File: src/rtl/cache_line_fill_if.sv
// Bus bundle for the line-fill stage: miss request, byte-wide memory
// read port, and the write port into the cache data/tag arrays.
//
// Handshake: a miss request transfers on a rising edge where req_valid
// and req_ready are both 1. req_ready is 1 only while the fill engine is
// idle. The requester holds req_valid and req_addr stable until the
// transfer. The memory side is not stalled: mem_rd_en is a one-cycle
// strobe, and each strobe is answered by exactly one cycle of
// mem_rd_valid after one or more cycles.
interface cache_line_fill_if #(
  parameter int ADDR_W  = 32,
  parameter int INDEX_W = 8,
  parameter int TAG_W   = 18
);
  logic               req_valid;
  logic               req_ready;
  logic [ADDR_W-1:0]  req_addr;
  logic               mem_rd_en;
  logic [ADDR_W-1:0]  mem_addr;
  logic               mem_rd_valid;
  logic [7:0]         mem_rd_data;
  logic               fill_we;
  logic [INDEX_W-1:0] fill_index;
  logic [3:0]         fill_word;
  logic [31:0]        fill_data;
  logic               fill_tag_we;
  logic [TAG_W-1:0]   fill_tag;
  logic               fill_done;
  logic [31:0]        done_data;
  logic [31:0]        fill_count;

  // View taken by the fill engine itself.
  modport slave (
    input  req_valid, req_addr, mem_rd_valid, mem_rd_data,
    output req_ready, mem_rd_en, mem_addr, fill_we, fill_index, fill_word,
           fill_data, fill_tag_we, fill_tag, fill_done, done_data, fill_count
  );

  // View taken by whatever drives requests and models memory.
  modport master (
    output req_valid, req_addr, mem_rd_valid, mem_rd_data,
    input  req_ready, mem_rd_en, mem_addr, fill_we, fill_index, fill_word,
           fill_data, fill_tag_we, fill_tag, fill_done, done_data, fill_count
  );
endinterface

File: src/rtl/cache_line_fill.sv
// Cache line fill engine. Reads a 64-byte line one byte at a time from
// main memory, packs bytes big-endian into 32-bit words, writes the 16
// words into the data array in order, then writes the tag and returns
// the word that originally missed. Counts completed fills.
module cache_line_fill #(
  parameter int ADDR_W  = 32,
  parameter int INDEX_W = 8,
  parameter int TAG_W   = 18,
  parameter int WORDS   = 16
) (
  input  logic              clk,
  input  logic              rst_n,
  cache_line_fill_if.slave  bus,
  output logic [2:0]        dbg_state_o
);

  localparam logic [2:0] S_IDLE  = 3'd0;
  localparam logic [2:0] S_ISSUE = 3'd1;
  localparam logic [2:0] S_WAIT  = 3'd2;
  localparam logic [2:0] S_WRITE = 3'd3;
  localparam logic [2:0] S_DONE  = 3'd4;

  localparam logic [3:0] LAST_WORD = 4'(WORDS - 1);

  logic [2:0]         state_q, state_d;
  logic [ADDR_W-1:0]  base_q, base_d;
  logic [3:0]         offset_q, offset_d;
  logic [INDEX_W-1:0] index_q, index_d;
  logic [TAG_W-1:0]   tag_q, tag_d;
  logic [5:0]         byte_cnt_q, byte_cnt_d;
  logic [31:0]        asm_q, asm_d;
  logic [31:0]        crit_q, crit_d;
  logic [31:0]        count_q, count_d;

  // The counter has already advanced past the last byte of the word when
  // WRITE is reached, so the completed slot is one behind; after the
  // 64th byte the 6-bit counter wraps to 0 and this yields 15.
  logic [3:0] word_now;
  assign word_now = byte_cnt_q[5:2] - 4'd1;

  // Next-state and datapath updates for the fill sequence.
  always_comb begin
    state_d    = state_q;
    base_d     = base_q;
    offset_d   = offset_q;
    index_d    = index_q;
    tag_d      = tag_q;
    byte_cnt_d = byte_cnt_q;
    asm_d      = asm_q;
    crit_d     = crit_q;
    count_d    = count_q;
    case (state_q)
      S_IDLE: begin
        if (bus.req_valid) begin
          base_d     = bus.req_addr & ~ADDR_W'(6'h3F);
          offset_d   = bus.req_addr[5:2];
          index_d    = bus.req_addr[6 +: INDEX_W];
          tag_d      = bus.req_addr[ADDR_W-1 -: TAG_W];
          byte_cnt_d = '0;
          state_d    = S_ISSUE;
        end
      end
      S_ISSUE: state_d = S_WAIT;
      S_WAIT: begin
        if (bus.mem_rd_valid) begin
          asm_d      = {asm_q[23:0], bus.mem_rd_data};
          byte_cnt_d = byte_cnt_q + 6'd1;
          state_d    = (byte_cnt_q[1:0] == 2'd3) ? S_WRITE : S_ISSUE;
        end
      end
      S_WRITE: begin
        if (word_now == offset_q) crit_d = asm_q;
        state_d = (word_now == LAST_WORD) ? S_DONE : S_ISSUE;
      end
      S_DONE: begin
        count_d = count_q + 32'd1;
        state_d = S_IDLE;
      end
      default: state_d = S_IDLE;
    endcase
  end

  // State and datapath registers; reset aborts any fill in progress.
  always_ff @(posedge clk or negedge rst_n) begin
    if (!rst_n) begin
      state_q    <= S_IDLE;
      base_q     <= '0;
      offset_q   <= '0;
      index_q    <= '0;
      tag_q      <= '0;
      byte_cnt_q <= '0;
      asm_q      <= '0;
      crit_q     <= '0;
      count_q    <= '0;
    end else begin
      state_q    <= state_d;
      base_q     <= base_d;
      offset_q   <= offset_d;
      index_q    <= index_d;
      tag_q      <= tag_d;
      byte_cnt_q <= byte_cnt_d;
      asm_q      <= asm_d;
      crit_q     <= crit_d;
      count_q    <= count_d;
    end
  end

  // Outputs decode directly from state; data outputs read 0 outside
  // their strobe cycles, while index/tag/address simply hold.
  assign bus.req_ready   = (state_q == S_IDLE);
  assign bus.mem_rd_en   = (state_q == S_ISSUE);
  assign bus.mem_addr    = base_q + ADDR_W'(byte_cnt_q);
  assign bus.fill_we     = (state_q == S_WRITE);
  assign bus.fill_index  = index_q;
  assign bus.fill_word   = (state_q == S_WRITE) ? word_now : 4'd0;
  assign bus.fill_data   = (state_q == S_WRITE) ? asm_q : 32'd0;
  assign bus.fill_tag_we = (state_q == S_DONE);
  assign bus.fill_tag    = tag_q;
  assign bus.fill_done   = (state_q == S_DONE);
  assign bus.done_data   = (state_q == S_DONE) ? crit_q : 32'd0;
  assign bus.fill_count  = count_q;
  assign dbg_state_o     = state_q;

endmodule

File: src/flat_wrapper.sv
// flat-port wrapper written by rule: the top's interface ports become plain ports
module cache_line_fill_flat 
#(
  parameter int ADDR_W  = 32,
  parameter int INDEX_W = 8,
  parameter int TAG_W   = 18,
  parameter int WORDS   = 16
)
  (clk, rst_n, dbg_state_o, bus_req_valid, bus_req_addr, bus_mem_rd_valid, bus_mem_rd_data, bus_req_ready, bus_mem_rd_en, bus_mem_addr, bus_fill_we, bus_fill_index, bus_fill_word, bus_fill_data, bus_fill_tag_we, bus_fill_tag, bus_fill_done, bus_done_data, bus_fill_count);
  cache_line_fill_if #(.ADDR_W(ADDR_W), .INDEX_W(INDEX_W), .TAG_W(TAG_W)) bus_i ();
  input  logic clk;
  input  logic rst_n;
  output logic [2:0] dbg_state_o;
  input wire logic [$bits(bus_i.req_valid)-1:0] bus_req_valid;
  input wire logic [$bits(bus_i.req_addr)-1:0] bus_req_addr;
  input wire logic [$bits(bus_i.mem_rd_valid)-1:0] bus_mem_rd_valid;
  input wire logic [$bits(bus_i.mem_rd_data)-1:0] bus_mem_rd_data;
  output wire logic [$bits(bus_i.req_ready)-1:0] bus_req_ready;
  output wire logic [$bits(bus_i.mem_rd_en)-1:0] bus_mem_rd_en;
  output wire logic [$bits(bus_i.mem_addr)-1:0] bus_mem_addr;
  output wire logic [$bits(bus_i.fill_we)-1:0] bus_fill_we;
  output wire logic [$bits(bus_i.fill_index)-1:0] bus_fill_index;
  output wire logic [$bits(bus_i.fill_word)-1:0] bus_fill_word;
  output wire logic [$bits(bus_i.fill_data)-1:0] bus_fill_data;
  output wire logic [$bits(bus_i.fill_tag_we)-1:0] bus_fill_tag_we;
  output wire logic [$bits(bus_i.fill_tag)-1:0] bus_fill_tag;
  output wire logic [$bits(bus_i.fill_done)-1:0] bus_fill_done;
  output wire logic [$bits(bus_i.done_data)-1:0] bus_done_data;
  output wire logic [$bits(bus_i.fill_count)-1:0] bus_fill_count;
  assign bus_i.req_valid = bus_req_valid;
  assign bus_i.req_addr = bus_req_addr;
  assign bus_i.mem_rd_valid = bus_mem_rd_valid;
  assign bus_i.mem_rd_data = bus_mem_rd_data;
  assign bus_req_ready = bus_i.req_ready;
  assign bus_mem_rd_en = bus_i.mem_rd_en;
  assign bus_mem_addr = bus_i.mem_addr;
  assign bus_fill_we = bus_i.fill_we;
  assign bus_fill_index = bus_i.fill_index;
  assign bus_fill_word = bus_i.fill_word;
  assign bus_fill_data = bus_i.fill_data;
  assign bus_fill_tag_we = bus_i.fill_tag_we;
  assign bus_fill_tag = bus_i.fill_tag;
  assign bus_fill_done = bus_i.fill_done;
  assign bus_done_data = bus_i.done_data;
  assign bus_fill_count = bus_i.fill_count;
  cache_line_fill #(.ADDR_W(ADDR_W), .INDEX_W(INDEX_W), .TAG_W(TAG_W), .WORDS(WORDS)) u_core (.clk(clk), .rst_n(rst_n), .bus(bus_i), .dbg_state_o(dbg_state_o));
endmodule
File: config.mk
export PLATFORM = sky130hd
export DESIGN_NAME = cache_line_fill_flat
export DESIGN_NICKNAME = d
export VERILOG_FILES = /design/src/rtl/cache_line_fill_if.sv /design/src/rtl/cache_line_fill.sv /design/src/flat_wrapper.sv
export SDC_FILE = /design/constraint.sdc
export NUM_CORES = 1
export LEC_CHECK = 0
export CORE_ASPECT_RATIO = 1.1
export CORE_MARGIN = 3
export CORE_UTILIZATION = 40
export CTS_CLUSTER_SIZE = 10
export DETAILED_ROUTE_END_ITERATION = 7
export GPL_TIMING_DRIVEN = 0
export PLACE_DENSITY = 0.71
export SLEW_MARGIN = 0
export SYNTH_ARGS = -nofsm -noshare
export SYNTH_HDL_FRONTEND = slang
export SYNTH_SLANG_ARGS = --single-unit
File: constraint.sdc
create_clock -name clk -period 4.2 [get_ports clk]
set_input_delay 1.05 -clock clk [delete_from_list [all_inputs] [get_ports clk]]
set_output_delay 1.05 -clock clk [all_outputs]
set_load 0.1 [all_outputs]
==> results of run 1 <==
[sequential cells by signal, summed over array words and instances, names as in the netlist]
name	count
u_core.bus.fill_tag	18
u_core.asm_q	32
u_core.bus.fill_index	7
u_core.byte_cnt_q	6
u_core.offset_q	4
u_core.base_q	1
u_core.crit_q	32
u_core.dbg_state_o	3
u_core.bus.fill_count	32
[layout make-up]
class	instances	area, µm²	share of cell area (%)
well taps	196	245	2.63
multi-input cells	301	2600	27.8
plain buffers	45	343	3.67
clock buffers	19	453	4.85
repair buffers	208	2120	22.7
clock inverters	13	178	1.90
inverters	6	23.8	0.255
flip-flops and latches	135	3380	36.2
[layer usage]
layer	part of all wire [%]	global-route usage, %	vias up
met5	0	0	-
met4	1.2	6.62	0
met3	4.9	4.16	14
met2	53	31.7	122
met1	41	22.4	2191
li1	-	-	2095
[through the flow]
step,setup WS [ns],hold slack (ns),cells,TNS (ns)
detailed placement,0.0365,0.478,891,0
global placement,-3.24,0.466,890,-436.06
CTS,0.00972,0.486,923,0
floorplan,-0.0462,0.470,487,-0.0462
global route,0.0261,0.500,923,0
finish,0.163,0.479,923,0
[worst max-delay path: stages (launching register included)]
cell           delay [ns]
dfrtp_1              0.48
or3b_2               0.51
buf_6                0.16
inv_1                0.26
clkbuf_2             0.28
dlygate4sd2_1        0.88
[worst max path at each step]
stage / startpoint / endpoint / cells past startpoint
5_1_grt: u_core.dbg_state_o[1]$_DFFE_PN0P_ / bus_fill_done / 5
2_1_floorplan: u_core.dbg_state_o[2]$_DFFE_PN0P_ / bus_done_data[23] / 5
4_1_cts: u_core.dbg_state_o[1]$_DFFE_PN0P_ / bus_done_data[30] / 6
6_report: u_core.dbg_state_o[1]$_DFFE_PN0P_ / bus_fill_done / 5
3_3_place_gp: rst_n / u_core.bus.fill_tag[0]$_DFFE_PN0P_ / 1
3_5_place_dp: u_core.dbg_state_o[1]$_DFFE_PN0P_ / bus_done_data[6] / 6
[cells in the mapped netlist (2+ instances only)]
cell | count | area (µm²)
and2_1 | 68 | 425
and3_1 | 6 | 37.5
and4_1 | 2 | 17.5
buf_12 | 3 | 60.1
buf_2 | 6 | 30.0
buf_4 | 27 | 203
buf_6 | 2 | 22.5
clkbuf_1 | 7 | 26.3
dfrtp_1 | 135 | 3380
ha_1 | 4 | 50.1
inv_1 | 5 | 18.8
mux2_2 | 65 | 732
mux2_4 | 30 | 450
nand2_1 | 18 | 67.6
nand3_1 | 11 | 55.1
nand4_1 | 19 | 119
nand4b_1 | 2 | 17.5
nor2_1 | 15 | 56.3
nor3_1 | 4 | 20.0
nor3_4 | 2 | 32.5
nor3b_1 | 3 | 22.5
o21ai_0 | 2 | 10.0
xnor2_1 | 32 | 280
xor2_1 | 8 | 70.1
[what timing repair did]
| action | 4_1_cts | 5_1_grt |
|---|---|---|
| gates resized for setup | 89 | 3 |
| pin swaps | 0 | 0 |
| endpoints found under the setup margin | 34 | 2 |
| cloned | 0 | 0 |
[kinds of logic (layout without fill, tap and decap cells)]
family	Yosys count	in the layout	share of synthesized area [%]
simple gates	157	157	15.1
mux	95	95	18.7
flops	135	135	53.4
fa+ha+maj	4	4	0.791
buf+inv	51	291	5.78
xor+xnor	41	41	5.89
compound gates	4	4	0.356
==> impl_metrics.env, run 1 <==
export IMPL_status="finished, final reports clean"
export IMPL_global_route_usage_total_pct=18.2
export IMPL_dr_first_iter_drc_count=195
export IMPL_fin_crit_sh_pct=96.1
export IMPL_clkLatencyLatePin_ns=0.41
export IMPL_post_cts_repair_setup_buffers=0
export IMPL_synth_flop_cell="dfrtp_1"
export IMPL_area_growth_pct=47.6
export IMPL_fmax_mhz=248
export IMPL_final_common_cell="clkdlybuf4s50_1"
export IMPL_setup_viol=0
export IMPL_grt_ovfl_total=0
export IMPL_netlist_instances=487
export IMPL_cts_num_sinks=135
export IMPL_numCtsBuffers=17
export IMPL_finalMaxSlewViolations=0
export IMPL_relSlewSlack_pct=30.8
export IMPL_core_region_area_mm2=0.0153
export IMPL_min_path_cells=1
export IMPL_clock_path_buffers=2
export IMPL_critPathMaxFanout=11
export IMPL_period_minus_slack_ns=4.04
export IMPL_die_w_um=126
export IMPL_io_buffers=207
export IMPL_finalHoldViolations=0
export IMPL_first_pass_iters=4
export IMPL_start_util_pct=41.4
export IMPL_cts_root_buf="clkbuf_16"
export IMPL_clkTransAtPathRegs_ns=0.06
export IMPL_synthArstFlopShare_pct=100
export IMPL_post_dp_hpwl_um=11600
export IMPL_hold_end="u_core.bus.fill_count[31]$_DFFE_PN0P_"
export IMPL_drive_gt1_share_pct=29.3
export IMPL_postRouteAntennaNets=0
export IMPL_required_ns=3.15
export IMPL_synth_edff_count=0
export IMPL_syn_nets=535
export IMPL_vias=4422
export IMPL_endpoint_kind="output pin"
export IMPL_grt_pass1_vias=4742
export IMPL_critPathKind="reg -> out"
export IMPL_most_common_layout_cells="172 x clkdlybuf4s50_1, 135 x dfrtp_1, 65 x mux2_2"
export IMPL_cap_violations=0
export IMPL_hold_path_class="reg -> reg"
export IMPL_cp_start_kind="flip-flop"
export IMPL_worstMarginPinSlew_ns=1.03
export IMPL_cp_arrival_ns=2.99
export IMPL_drc_errors=0
export IMPL_hold_start="u_core.bus.fill_count[31]$_DFFE_PN0P_"
export IMPL_antenna_found_initial=0
export IMPL_std_cell_rows=47
export IMPL_cts_tree="done"
export IMPL_ys_seq_area_share_pct=53.4
export IMPL_utilization_pct=61.1
export IMPL_num_io_pins=210
export IMPL_reg2reg_depth=8
export IMPL_die_h_um=138
export IMPL_htreeDepth=4
export IMPL_yosysUniqueCellTypes=35
export IMPL_num_fill_cells=1250
export IMPL_drt_total_wl_um=15500
export IMPL_nets=762
export IMPL_placed_area_mm2=0.00869
export IMPL_grt_first_pass_wirelength_um=24900
export IMPL_grt_max_degree=99
export IMPL_r2r_end="u_core.crit_q[12]$_DFFE_PN0P_"
export IMPL_avgSynthCellArea_um2=13.0
export IMPL_cts_hold_buf=0
export IMPL_antenna_cells=0
export IMPL_die_area_mm2=0.0174
export IMPL_wl_per_cell_um=16.8
export IMPL_ys_ff_latch=135
export IMPL_mappedNetlistArea_mm2=0.00633
export IMPL_design_area_mm2=0.00934
export IMPL_yosysWarnings=0
export IMPL_reg2reg_from="u_core.byte_cnt_q[2]$_DFFE_PN0P_"
export IMPL_avgViaCountPerCell=4.79
export IMPL_rsz0062_at_grt="false"
export IMPL_rrSetupSlack_ns=1.89
export IMPL_routabilityCongestion=0.779
export IMPL_finClkSkew_ns=0.00700
Power of run 1 is not shown: default switching activity piles up to over one toggle a cycle in this logic, so the estimate is an artifact.
==> run 2, diff against run 1 <==
==> constraint.sdc (replaced) <==
create_clock -name clk -period 4.2 [get_ports clk]
set_input_delay 0.63 -clock clk [delete_from_list [all_inputs] [get_ports clk]]
set_output_delay 0.63 -clock clk [all_outputs]
set_load 0.1 [all_outputs]
==> run 2 against run 1 <==
Count of clock-buffer cells in the layout decreased by 1. Sequential share of layout area increased by 0.068 points. Non-clock buffer count unchanged. Die area unchanged. Utilization decreased by 0.11 points. Final area decreased by 0.19%. Setup slack improved by 0.017 ns. Cell count unchanged. First-iteration DRC count decreased by 13%. Wire length increased by 0.91%. Hold slack got worse by 0.28 ns. Critical path depth increased by 1. Critical path type unchanged. Critical endpoint is now bus_done_data[28]. Highest routed layer unchanged.
==> impl_metrics.env, run 2 (synthesis gave the netlist of run 1 again) <==
export IMPL_rsz0062_at_grt="false"
export IMPL_cts_num_sinks=135
export IMPL_dr_first_iter_drc_count=169
export IMPL_grt_max_degree=76
export IMPL_reg2reg_depth=8
export IMPL_drt_total_wl_um=15700
export IMPL_clkTransAtPathRegs_ns=0.06
export IMPL_seq_area_mm2=0.00338
export IMPL_final_common_cell="clkdlybuf4s50_1"
export IMPL_first_pass_iters=6
export IMPL_start_util_pct=41.4
export IMPL_cp_startpoint="u_core.dbg_state_o[1]$_DFFE_PN0P_"
export IMPL_num_io_pins=210
export IMPL_fmax_mhz=249
export IMPL_most_common_layout_cells="182 x clkdlybuf4s50_1, 135 x dfrtp_1, 68 x and2_1"
export IMPL_hold_path_class="in -> async"
export IMPL_avgViaCountPerCell=4.84
export IMPL_grt_pass1_vias=4692
export IMPL_status="finished, final reports clean"
export IMPL_die_h_um=138
export IMPL_critPathKind="reg -> out"
export IMPL_cp_start_kind="flip-flop"
export IMPL_endpoint_kind="output pin"
export IMPL_post_dp_hpwl_um=11600
export IMPL_postRouteAntennaNets=0
export IMPL_finClkSkew_ns=0.00678
export IMPL_io_buffers=207
export IMPL_required_ns=3.57
export IMPL_antenna_found_initial=0
export IMPL_antenna_cells=0
export IMPL_fin_cells=923
export IMPL_clock_path_buffers=2
export IMPL_vias=4467
export IMPL_numCtsBuffers=17
export IMPL_placed_area_mm2=0.00867
export IMPL_core_region_area_mm2=0.0153
export IMPL_finalHoldViolations=0
export IMPL_grt_first_pass_wirelength_um=25000
export IMPL_cp_arrival_ns=3.39
export IMPL_multi_input_area_mm2=0.00258
export IMPL_area_growth_pct=47.3
export IMPL_fin_crit_sh_pct=95.7
export IMPL_die_area_mm2=0.0174
export IMPL_r2r_end="u_core.crit_q[27]$_DFFE_PN0P_"
export IMPL_dp_slack_ns=0.392
export IMPL_finalMaxSlewViolations=0
export IMPL_endpoint="bus_done_data[28]"
export IMPL_die_w_um=126
export IMPL_period_minus_slack_ns=4.02
export IMPL_reg2reg_from="u_core.byte_cnt_q[2]$_DFFE_PN0P_"
export IMPL_num_fill_cells=1265
export IMPL_relSlewSlack_pct=31.8
export IMPL_worst_slack_ns=0.180
export IMPL_cts_tree="done"
export IMPL_setup_viol=0
export IMPL_clkLatencyLatePin_ns=0.41
export IMPL_worstMarginPinSlew_ns=1.02
export IMPL_cts_root_buf="clkbuf_16"
export IMPL_drive_gt1_share_pct=24.2
export IMPL_htreeDepth=4
export IMPL_nets=762
export IMPL_rrSetupSlack_ns=1.87
export IMPL_critPathMaxFanout=11
export IMPL_std_cell_rows=47
export IMPL_routabilityCongestion=0.768
export IMPL_cap_violations=0
export IMPL_global_route_usage_total_pct=18.1
export IMPL_dp_cells=891
export IMPL_design_area_mm2=0.00932
export IMPL_wl_per_cell_um=17.0
export IMPL_drc_errors=0
export IMPL_utilization_pct=60.9
export IMPL_grt_ovfl_total=0
-- run 2: what timing repair did --
action | CTS | global route
resized for setup | 8 | 16
buffers inserted | 0 | 0
setup endpoints to repair | 8 | 16
hold buffers | 0 | 0
-- run 2: how the worst min path moves through the flow --
stage | from | endpoint | slack (ns) | cells after the start
5_1_grt | rst_n | u_core.bus.fill_count[10]$_DFFE_PN0P_ | 0.24 | 1
4_1_cts | rst_n | u_core.bus.fill_count[11]$_DFFE_PN0P_ | 0.22 | 1
2_1_floorplan | rst_n | u_core.asm_q[0]$_DFFE_PN0P_ | 0.33 | 0
3_3_place_gp | u_core.bus.fill_count[31]$_DFFE_PN0P_ | u_core.bus.fill_count[31]$_DFFE_PN0P_ | 0.47 | 1
3_5_place_dp | u_core.bus.fill_count[31]$_DFFE_PN0P_ | u_core.bus.fill_count[31]$_DFFE_PN0P_ | 0.47 | 1
6_report | rst_n | u_core.bus.fill_count[11]$_DFFE_PN0P_ | 0.20 | 1
-- run 2: per-stage QoR --
step                      setup TNS [ns]  hold WS [ns]
after floorplan                        0         0.334
final                                  0         0.200
after global routing                   0         0.241
after global placement           -388.40         0.466
after CTS                              0         0.217
after detailed placement               0         0.468
-- run 2: critical path, cell delays in order (launching register included) --
cell             delay, ns
dfrtp_1               0.47
or3b_2                0.51
buf_6                 0.16
inv_1                 0.27
clkbuf_2              0.29
and2_1                0.16
clkdlybuf4s50_1       1.13
-- run 2: metal layers --
layer  global-route usage, %  part of all wire, %  vias up
met5                       0                    0        -
met2                    30.8                   51      131
met3                    4.12                  4.1       25
met1                    22.5                   43     2219
li1                        -                    -     2092
met4                    7.33                  2.2        0
-- run 2: area by class of cell --
cell class                      count  share of cell area [%]
Buffer                             45                    3.68
Clock buffer                       18                    4.71
Clock inverter                     14                    1.88
Inverter                            6                   0.255
Multi-Input combinational cell    301                    27.7
Sequential cell                   135                    36.3
Tap cell                          196                    2.63
Timing Repair Buffer              208                    22.9
Power of run 2 is left out for the same reason.
